File: config.mk
export PLATFORM = sky130hd
export DESIGN_NAME = fb_scanout
export DESIGN_NICKNAME = d
export VERILOG_FILES = /design/src/rtl/video_pkg.sv /design/src/rtl/fb_scanout_sync_delay.sv /design/src/rtl/fb_scanout.sv
export SDC_FILE = /design/constraint.sdc
export NUM_CORES = 1
export LEC_CHECK = 0
export BUFFER_PORTS_ARGS = -buffer_cell sky130_fd_sc_hd__buf_4
export CAP_MARGIN = 5
export CELL_PAD_IN_SITES_DETAIL_PLACEMENT = 0
export CELL_PAD_IN_SITES_GLOBAL_PLACEMENT = 1
export CORE_MARGIN = 2
export CORE_UTILIZATION = 40
export CTS_CLUSTER_DIAMETER = 80
export CTS_CLUSTER_SIZE = 8
export DETAILED_ROUTE_END_ITERATION = 16
export PLACE_DENSITY = 0.84
export SLEW_MARGIN = 0
export SYNTH_ARGS = -nofsm -noshare
export SYNTH_HDL_FRONTEND = slang
export SYNTH_SLANG_ARGS = --single-unit
File: constraint.sdc
create_clock -name clk_pixel_in -period 14.6 [get_ports clk_pixel_in]
set_input_delay 2.19 -clock clk_pixel_in [delete_from_list [all_inputs] [get_ports clk_pixel_in]]
set_output_delay 2.19 -clock clk_pixel_in [all_outputs]
set_load 0.02 [all_outputs]
File: src/rtl/video_pkg.sv
// Shared video types and helpers for the framebuffer scan-out path:
// framebuffer geometry derivation, RGB888 pixel struct and RGB565 expansion.
package video_pkg;

  typedef struct packed {
    logic [7:0] r;
    logic [7:0] g;
    logic [7:0] b;
  } rgb888_t;

  function automatic int fb_dim(input int active, input int scale_log2);
    return active >> scale_log2;
  endfunction

  function automatic int fb_addr_w(input int fb_w, input int fb_h);
    return $clog2(fb_w * fb_h);
  endfunction

  // Replicating the top bits fills the low bits so full-scale maps to 0xFF.
  function automatic rgb888_t rgb565_to_888(input logic [15:0] p);
    rgb888_t c;
    c.r = {p[15:11], p[15:13]};
    c.g = {p[10:5], p[10:9]};
    c.b = {p[4:0], p[4:2]};
    return c;
  endfunction

endpackage

File: src/rtl/fb_scanout_sync_delay.sv
// WIDTH x DEPTH shift register with synchronous active-low clear; carries the
// timing flags alongside the framebuffer read so they line up with colour.
module sync_delay #(
  parameter int WIDTH = 3,
  parameter int DEPTH = 3
) (
  input  logic             clk,
  input  logic             clr_n,
  input  logic [WIDTH-1:0] d,
  output logic [WIDTH-1:0] q
);

  logic [WIDTH-1:0] sr_q [DEPTH];
  logic [WIDTH-1:0] sr_d [DEPTH];

  always_comb begin
    sr_d[0] = d;
    for (int i = 1; i < DEPTH; i++) sr_d[i] = sr_q[i-1];
  end

  always_ff @(posedge clk) begin
    for (int i = 0; i < DEPTH; i++) begin
      if (!clr_n) sr_q[i] <= '0;
      else        sr_q[i] <= sr_d[i];
    end
  end

  assign q = sr_q[DEPTH-1];

endmodule

File: src/rtl/fb_scanout.sv
// Framebuffer scan-out: scaled/scrolled BRAM addressing, RGB565->RGB888 colour,
// sync delay matching. Define FB_SCANOUT_PALETTE_EN for a 16-entry palette.
module fb_scanout
  import video_pkg::*;
#(
  parameter int ACTIVE_H_PIXELS = 1280,
  parameter int ACTIVE_LINES    = 720,
  parameter int H_COUNT_W       = 11,
  parameter int V_COUNT_W       = 10,
  parameter int SCALE_LOG2      = 2,
  parameter int BRAM_LATENCY    = 2,
  localparam int FB_W      = fb_dim(ACTIVE_H_PIXELS, SCALE_LOG2),
  localparam int FB_H      = fb_dim(ACTIVE_LINES, SCALE_LOG2),
  localparam int SX_W      = $clog2(FB_W),
  localparam int SY_W      = $clog2(FB_H),
  localparam int FB_ADDR_W = fb_addr_w(FB_W, FB_H)
) (
  input  logic                 clk_pixel_in,
  input  logic                 rst_n_in,
  input  logic [H_COUNT_W-1:0] hcount_in,
  input  logic [V_COUNT_W-1:0] vcount_in,
  input  logic                 hs_in,
  input  logic                 vs_in,
  input  logic                 ad_in,
  input  logic                 nf_in,
  input  logic [SX_W-1:0]      scroll_x_in,
  input  logic [SY_W-1:0]      scroll_y_in,
  input  logic                 scroll_we_in,
  output logic [FB_ADDR_W-1:0] fb_addr_out,
  output logic                 fb_rd_out,
  input  logic [15:0]          fb_data_in,
`ifdef FB_SCANOUT_PALETTE_EN
  input  logic                 pal_we_in,
  input  logic [3:0]           pal_addr_in,
  input  logic [23:0]          pal_data_in,
`endif
  output logic [7:0]           red_out,
  output logic [7:0]           green_out,
  output logic [7:0]           blue_out,
  output logic                 hs_out,
  output logic                 vs_out,
  output logic                 ad_out,
  output logic                 scroll_err_out
);

  localparam int XS_W = H_COUNT_W + 1;
  localparam int YS_W = V_COUNT_W + 1;

  logic [SX_W-1:0]      scroll_x_q, scroll_x_d, pend_x_q, pend_x_d;
  logic [SY_W-1:0]      scroll_y_q, scroll_y_d, pend_y_q, pend_y_d;
  logic                 scroll_err_q, scroll_err_d;
  logic                 wr_bad, wr_ok;

  logic [XS_W-1:0]      x_sum, x_wrap;
  logic [YS_W-1:0]      y_sum, y_wrap;
  logic [SX_W-1:0]      fb_x;
  logic [SY_W-1:0]      fb_y;
  logic [FB_ADDR_W-1:0] fb_addr_q, fb_addr_d;
  logic                 fb_rd_q, fb_rd_d;

  logic                 hs_b, vs_b, ad_b;
  rgb888_t              pix_d, pix_q;
  logic                 hs_q, vs_q, ad_q;

  // Scroll: an out-of-range write is dropped whole; active only moves on nf.
  always_comb begin
    wr_bad       = scroll_we_in && ((32'(scroll_x_in) >= 32'(FB_W)) ||
                                    (32'(scroll_y_in) >= 32'(FB_H)));
    wr_ok        = scroll_we_in && !wr_bad;
    pend_x_d     = wr_ok ? scroll_x_in : pend_x_q;
    pend_y_d     = wr_ok ? scroll_y_in : pend_y_q;
    scroll_x_d   = nf_in ? pend_x_d : scroll_x_q;
    scroll_y_d   = nf_in ? pend_y_d : scroll_y_q;
    scroll_err_d = scroll_err_q | wr_bad;
  end

  // Stage A: scaled position plus scroll, wrapped by one compare-subtract.
  always_comb begin
    x_sum     = XS_W'(hcount_in >> SCALE_LOG2) + XS_W'(scroll_x_q);
    y_sum     = YS_W'(vcount_in >> SCALE_LOG2) + YS_W'(scroll_y_q);
    x_wrap    = (x_sum >= XS_W'(FB_W)) ? x_sum - XS_W'(FB_W) : x_sum;
    y_wrap    = (y_sum >= YS_W'(FB_H)) ? y_sum - YS_W'(FB_H) : y_sum;
    fb_x      = SX_W'(x_wrap);
    fb_y      = SY_W'(y_wrap);
    fb_addr_d = ad_in ? FB_ADDR_W'(32'(fb_y) * 32'(FB_W) + 32'(fb_x)) : fb_addr_q;
    fb_rd_d   = ad_in;
  end

  always_ff @(posedge clk_pixel_in) begin
    if (!rst_n_in) begin
      scroll_x_q   <= '0;
      scroll_y_q   <= '0;
      pend_x_q     <= '0;
      pend_y_q     <= '0;
      scroll_err_q <= 1'b0;
      fb_addr_q    <= '0;
      fb_rd_q      <= 1'b0;
    end else begin
      scroll_x_q   <= scroll_x_d;
      scroll_y_q   <= scroll_y_d;
      pend_x_q     <= pend_x_d;
      pend_y_q     <= pend_y_d;
      scroll_err_q <= scroll_err_d;
      fb_addr_q    <= fb_addr_d;
      fb_rd_q      <= fb_rd_d;
    end
  end

  // Stage B: flags wait out stage A plus the BRAM read latency.
  sync_delay #(
    .WIDTH (3),
    .DEPTH (BRAM_LATENCY + 1)
  ) u_sync_delay (
    .clk   (clk_pixel_in),
    .clr_n (rst_n_in),
    .d     ({hs_in, vs_in, ad_in}),
    .q     ({hs_b, vs_b, ad_b})
  );

`ifdef FB_SCANOUT_PALETTE_EN
  logic [23:0] pal_q [16];
  logic [23:0] pal_d [16];

  always_comb begin
    for (int i = 0; i < 16; i++) pal_d[i] = pal_q[i];
    if (pal_we_in) pal_d[pal_addr_in] = pal_data_in;
  end

  always_ff @(posedge clk_pixel_in) begin
    for (int i = 0; i < 16; i++) begin
      if (!rst_n_in) pal_q[i] <= '0;
      else           pal_q[i] <= pal_d[i];
    end
  end
`endif

  // Stage C: colour lookup, blanked outside the active area.
  always_comb begin
    pix_d = '0;
    if (ad_b) begin
`ifdef FB_SCANOUT_PALETTE_EN
      pix_d = rgb888_t'(pal_q[fb_data_in[3:0]]);
`else
      pix_d = rgb565_to_888(fb_data_in);
`endif
    end
  end

  always_ff @(posedge clk_pixel_in) begin
    if (!rst_n_in) begin
      pix_q <= '0;
      hs_q  <= 1'b0;
      vs_q  <= 1'b0;
      ad_q  <= 1'b0;
    end else begin
      pix_q <= pix_d;
      hs_q  <= hs_b;
      vs_q  <= vs_b;
      ad_q  <= ad_b;
    end
  end

  assign fb_addr_out    = fb_addr_q;
  assign fb_rd_out      = fb_rd_q;
  assign red_out        = pix_q.r;
  assign green_out      = pix_q.g;
  assign blue_out       = pix_q.b;
  assign hs_out         = hs_q;
  assign vs_out         = vs_q;
  assign ad_out         = ad_q;
  assign scroll_err_out = scroll_err_q;

endmodule

==> metrics.yaml, run 1 <==
outcome:
  status: "complete, no violations"
timing:
  min_period_ns: 6.594
  max_freq_mhz: 151.6
  hold_viol: 0
  clock_skew_ns: 0.008839
  slew_headroom_pct: 30.66
  rsz0062_at_grt: "no"
  setup-violations-final: 0
  slew_violations: 0
  tns_ns: 0
  worstMarginPinSlew_ns: 1.037
  fin_crit_sh_pct: 45.17
floorplan:
  dieArea_um2: 11990
  die_h_um: 109.5
  coreArea_um2: 10840
  io_pins: 106
  row_count: 38
  start_util_pct: 41.07
  die_w_um: 109.5
clocking:
  clock_path_buffers: 2
  cts_max_level: 3
  cts_sinks: 79
  cts_buffers: 9
  cts-root-buf: "clkbuf_8"
  clock_latency_ns: 0.35
  clk_pin_slew_worst_paths_ns: 0.09
  postCtsHoldBufs: 0
  post_cts_buffers: 0
  cts_resized: 0
  tritoncts: "done"
yosys:
  yosys.area_share.adder_pct: 11.35
  postSynthCellCount: 466
  yosysSeqAreaShare_pct: 35.53
  synth_fp_nets: 565
  synth-seq-cells: 79
  yosysWarnings: 0
  syn_avg_cell_area_um2: 9.553
  synth.area.top_cells: "dfxtp_1, ha_1, mux2i_1"
  yosysUniqueCellTypes: 64
  synth-xor-area-share_pct: 6.296
  yosys.area.top_type: "dfxtp_1"
  synth_top_family_by_area: "simple AND/OR/NAND/NOR gates"
  synth_edf_count: 0
  synthSimpleGateAreaFrac_pct: 18.80
  synthArstFlopShare_pct: 0
  muxShareOfSynthArea_pct: 6.324
  synth_top_area_share_pct: 35.53
  synth-main-ff-cell: "dfxtp_1"
  synth_compound_area_share_pct: 16.53
  synthesis.area_um2: 4452
global_route:
  grt_usage_pct: 16.31
  grt_pass1_wl_um: 15470
  grt_overflow_total: 0
  grt_max_degree: 80
  grt_pass1_vias: 3378
  antenna_found_initial: 0
power_and_ir_drop:
  p_leak_uw: 0.002760
  power_density_nw_per_um2: 131.6
  vdd_ir_drop_max_uv: 81.63
detailed_routing:
  avgViaCountPerCell: 4.980
  drc: 0
  drt_iter0_drc: 124
  wl_um: 9239
  antenna_left: 0
  dr_total_vias: 3456
  wire_per_inst_um: 13.31
  dr.pass1.iters: 4
finish:
  antenna_cells: 0
  nNetsFinal: 648
  n_fill_cell: 1036
  final_common_cell: "buf_4"
  stdcell_count: 694
  syn_to_final_growth_pct: 21.39
  final_cell_mix: "buf_4, dfxtp_1, nand2_1"
  layout-drive-gt1-share_pct: 24.01
critical_path:
  cp-end-kind: "flop"
  r2r_setup_slack_ns: 9.65
  cp.required_ns: 14.88
  arrival_ns: 6.87
  worstSetupStartpointType: "primary input"
  worstSetupPathType: "primary input to flop"
  path_max_fanout: 9
min_path:
  hp-class: "flop to flop"
placement:
  dp_hpwl_um: 7047
  io_buffers: 101
  placedCellCount: 678
  gp_congestion: 0.8238
job:
  drv_cap: 0
report_power, final:
part,leakage (uW),total (uW),internal (uW),switching [uW]
registers,0.000648,244,234,9.48
logic,0.00202,320,148,172
clock network,0.0000944,148,63.5,84.1
registers in the layout, indices dropped and copies added, names as in the netlist:
name / count
ad_out: 1
blue_out: 5
fb_addr_out: 16
green_out: 6
hs_out: 1
pend_x_q: 9
pend_y_q: 8
red_out: 5
scroll_err_out: 1
scroll_x_q: 9
scroll_y_q: 8
u_sync_delay.sr_q: 9
vs_out: 1
worst max-delay path, stage by stage:
cell      delay [ns]
buf_4           0.12
ha_1            0.23
fa_1            0.45
a21oi_2         0.29
o21ai_1         0.12
a211o_1         0.31
a21oi_2         0.38
o21ai_2         0.22
o21ai_0         0.30
ha_1            0.29
ha_1            0.21
inv_1           0.07
fa_1            0.47
nor4b_1         0.46
nand4_1         0.20
xnor2_1         0.18
a2111o_1        0.29
o211ai_1        0.09
path summary, 6_finish.rpt:
kind | from | depth (start not counted) | endpoint
setup / recovery | vcount_in[2] | 18 | fb_addr_out[15]$_SDFFE_PN0P_
setup reg to reg | scroll_y_q[0]$_SDFFE_PN0P_ | 17 | fb_addr_out[15]$_SDFFE_PN0P_
hold / removal | u_sync_delay.sr_q[0][2]$_SDFF_PN0_ | 1 | u_sync_delay.sr_q[1][2]$_SDFF_PN0_
hold reg to reg | u_sync_delay.sr_q[0][2]$_SDFF_PN0_ | 1 | u_sync_delay.sr_q[1][2]$_SDFF_PN0_
metrics by stage:
step	setup WS [ns]	area (um2)	hold slack (ns)	total power, uW	utilization, %
global placement	7.677	5226	0.4147	564.2	48.21
floorplan	8.332	4452	0.4119	496.9	-
global route	7.666	5404	0.4601	773.6	49.85
CTS	8.030	5404	0.4430	721.6	49.85
finish	8.006	5404	0.4381	711.1	49.85
detailed placement	7.658	5226	0.4212	569.1	48.21
cell type report:
type                       instances  area (um2)  area share, %
multi-input combinational        339        2640          48.85
sequential                        79        1582          29.27
timing repair buffer             101       758.2          14.03
clock buffer                       9       123.9          2.292
clock inverter                     7       53.80         0.9956
inverter                          19       71.32          1.320
tap                              140       175.2          3.241
per-layer routing:
layer  up-vias  part of all wire, %  routed length (um)  GRT usage (%)
met5         -                    0                   0              0
met1      1578                   47                4329          20.95
li1       1800                    -                   -              -
met3        12                  4.0                 367          3.557
met4         0                  1.9                 176          6.872
met2        66                   47                4366          26.41
logic make-up after synthesis:
| logic type | Yosys count |
|---|---|
| buffers and inverters | 48 |
| XOR/XNOR | 29 |
| flip-flops | 79 |
| AND/OR/NAND/NOR | 152 |
| multiplexers | 28 |
| adder cells (fa/ha/maj) | 38 |
| AO/OA/AOI/OAI | 92 |
cell usage after synthesis (all sizes together), types with 2 or more instances:
library cell and number:
a211o 2, nor2b 31, nor3b 4, o311ai 2
a21oi 15, dfxtp 79, xor2 12, and3 17
o211ai 3, a21o 5, and2 13, ha 34
nor3 4, nand2b 6, a221oi 2, o211a 24
o21ai 16, nand2 43, nor4 2, fa 4
nor2 11, o21a 6, inv 19, nand4 3
a2111oi 3, nand3 9, xnor2 17, buf 16
clkbuf 13, nand3b 2, mux2i 27, a41oi 2
No activity file was read; power rests on OpenSTA's default activity.
==> inputs of run 2 (changes only) <==
Settings changed: ABC_AREA set to 1, CORE_UTILIZATION 40 to 39, PLACE_DENSITY 0.84 to 0.86.
Clock period 14.6 ns to 6.9 ns, I/O delays scaled along.
==> run 2 against run 1 <==
- power grew 120%
- largest cell class unchanged
- flip-flop and latch count unchanged
- non-clock buffer count unchanged
- synthesized cell count increased by 23%
- critical endpoint is now fb_addr_out[14]$_SDFFE_PN0P_
- utilization down 0.40 points
- final cell count rose by 16%
- clock skew increased by 0.0011 ns
==> metrics.yaml, run 2 <==
floorplan:
  dieArea_um2: 12070
  die_w_um: 109.9
  row_count: 38
  io_pins: 106
  coreArea_um2: 10890
  start_util_pct: 40.15
  die_h_um: 109.9
critical_path:
  cp-end-kind: "flop"
  arrival_ns: 5.15
  path_max_fanout: 5
  worstSetupPathType: "primary input to flop"
  cp.required_ns: 7.15
  worstSetupStartpointType: "primary input"
yosys:
  synth_edf_count: 0
  yosys.area.top_type: "dfxtp_1"
  syn_avg_cell_area_um2: 7.643
  synth_fp_nets: 671
  synthesis.area_um2: 4372
  yosysWarnings: 0
  postSynthCellCount: 572
  synth_most_common_cell: "inv_1"
  synth-seq-cells: 79
  yosysSeqAreaShare_pct: 36.18
  ys_top_cells_by_count: "inv_1, nand2_1, dfxtp_1"
  synth-main-ff-cell: "dfxtp_1"
  synthArstFlopShare_pct: 0
  yosysUniqueCellTypes: 37
  synth_top_area_share_pct: 36.18
  synth.area.top_cells: "dfxtp_1, ha_1, inv_1"
clocking:
  clock_path_buffers: 2
  cts_sinks: 79
  cts_max_level: 3
  clock_latency_ns: 0.36
  cts_resized: 0
  cts_buffers: 9
  tritoncts: "done"
  postCtsHoldBufs: 0
  clk_pin_slew_worst_paths_ns: 0.08
  post_cts_buffers: 0
  cts-root-buf: "clkbuf_8"
timing:
  hold_viol: 0
  slew_headroom_pct: 27.75
  setup-violations-final: 0
  rsz0062_at_grt: "no"
  fin_crit_sh_pct: 70.95
  clock_skew_ns: 0.009948
  max_freq_mhz: 204.3
  worstMarginPinSlew_ns: 1.081
  slew_violations: 0
  tns_ns: 0
  min_period_ns: 4.896
global_route:
  grt_pass1_vias: 3642
  grt_max_degree: 38
  grt_use_met2_pct: 28.57
  use_met3_pct: 5.631
  use_met1_pct: 17.60
  antenna_found_initial: 0
  busiest_layer: "met2"
  grt_pass1_wl_um: 15210
  grt_overflow_total: 0
  grt_usage_pct: 15.89
placement:
  dp_hpwl_um: 6959
  io_buffers: 101
  gp_congestion: 0.7650
  dpl_cell_area_um2: 5182
detailed_routing:
  dr_total_vias: 3676
  wl_um: 8755
  drc: 0
  dr.pass1.iters: 6
  avgViaCountPerCell: 4.566
  antenna_left: 0
  wire_per_inst_um: 10.88
  drt_iter0_drc: 126
finish:
  multi_input_area_um2: 2258
  largest_reg_flops: 16
  layout-drive-gt1-share_pct: 20.90
  seq_area_um2: 1582
  stdcell_area_um2: 5384
  nNetsFinal: 759
  final_cell_mix: "buf_4, inv_1, nand2_1"
  syn_to_final_growth_pct: 23.15
  final_common_cell: "buf_4"
  n_fill_cell: 1065
  antenna_cells: 0
power_and_ir_drop:
  power_density_nw_per_um2: 286.2
  vdd_ir_drop_max_uv: 174.4
  p_leak_uw: 0.003052
min_path:
  hp-class: "flop to flop"
outcome:
  status: "complete, no violations"
job:
  drv_cap: 0
run 2: critical path, stage by stage:
cell and delay [ns]:
buf_4 0.11, ha_1 0.36, nand2_1 0.09, inv_1 0.03, or2_1 0.21, a211oi_1 0.33, nor2_1 0.08, o21ai_1 0.12
nand2_1 0.07, xnor2_1 0.28, ha_1 0.20, inv_1 0.06, a21oi_1 0.17, nand2_2 0.11, xor2_1 0.15, ha_1 0.18
inv_1 0.06, fa_1 0.42, o21ai_0 0.34, nand3_1 0.19, nor3_1 0.25, xor2_1 0.09, o21ai_0 0.15, inv_1 0.05
run 2: path summary, 6_finish.rpt:
kind	to	from	slack [ns]	cells after the start
min	u_sync_delay.sr_q[2][2]$_SDFF_PN0_	u_sync_delay.sr_q[1][2]$_SDFF_PN0_	0.42	2
min reg2reg	u_sync_delay.sr_q[2][2]$_SDFF_PN0_	u_sync_delay.sr_q[1][2]$_SDFF_PN0_	0.42	2
max reg2reg	fb_addr_out[14]$_SDFFE_PN0P_	scroll_x_q[4]$_SDFFE_PN0P_	2.49	23
max	fb_addr_out[14]$_SDFFE_PN0P_	hcount_in[6]	2.00	24
run 2: per-layer routing:
metal | vias up | routed length, um
li1 | 1949 | -
met1 | 1621 | 3981
met2 | 98 | 4012
met3 | 8 | 687
met4 | 0 | 73
met5 | - | 0
run 2: kinds of logic after synthesis:
logic type / synth area share [%]
buffers and inverters: 12.16
AOI/OAI and AO/OA: 9.330
adders and majority gates: 11.56
muxes: 3.892
and+or+nand+nor: 21.06
DFF: 36.18
xor gates and xnor gates: 5.810
run 2: final cells by class:
| type | instances | area share, % |
|---|---|---|
| Clock buffer | 9 | 2.301 |
| Inverter | 109 | 7.599 |
| Clock inverter | 7 | 1.441 |
| Timing Repair Buffer | 101 | 14.08 |
| Tap cell | 140 | 3.254 |
| Sequential cell | 79 | 29.37 |
| Multi-Input combinational cell | 360 | 41.95 |
run 2: report_power, final:
| group | switching [uW] | internal, uW |
|---|---|---|
| sequential | 22.0 | 498 |
| combinational | 386 | 285 |
| clock | 179 | 171 |
| total | 587 | 953 |
run 2: stage by stage:
step                total power (uW)  setup WS [ns]  util, %  hold WS [ns]  std cells
floorplan                       1046          2.222        -        0.3905        572
global placement                1191          1.729    47.60        0.3933        789
detailed placement              1208          1.651    47.60        0.4002        789
CTS                             1567          2.028    49.45        0.4212        805
global route                    1684          1.602    49.45        0.4291        805
finish                          1541          2.004    49.45        0.4180        805
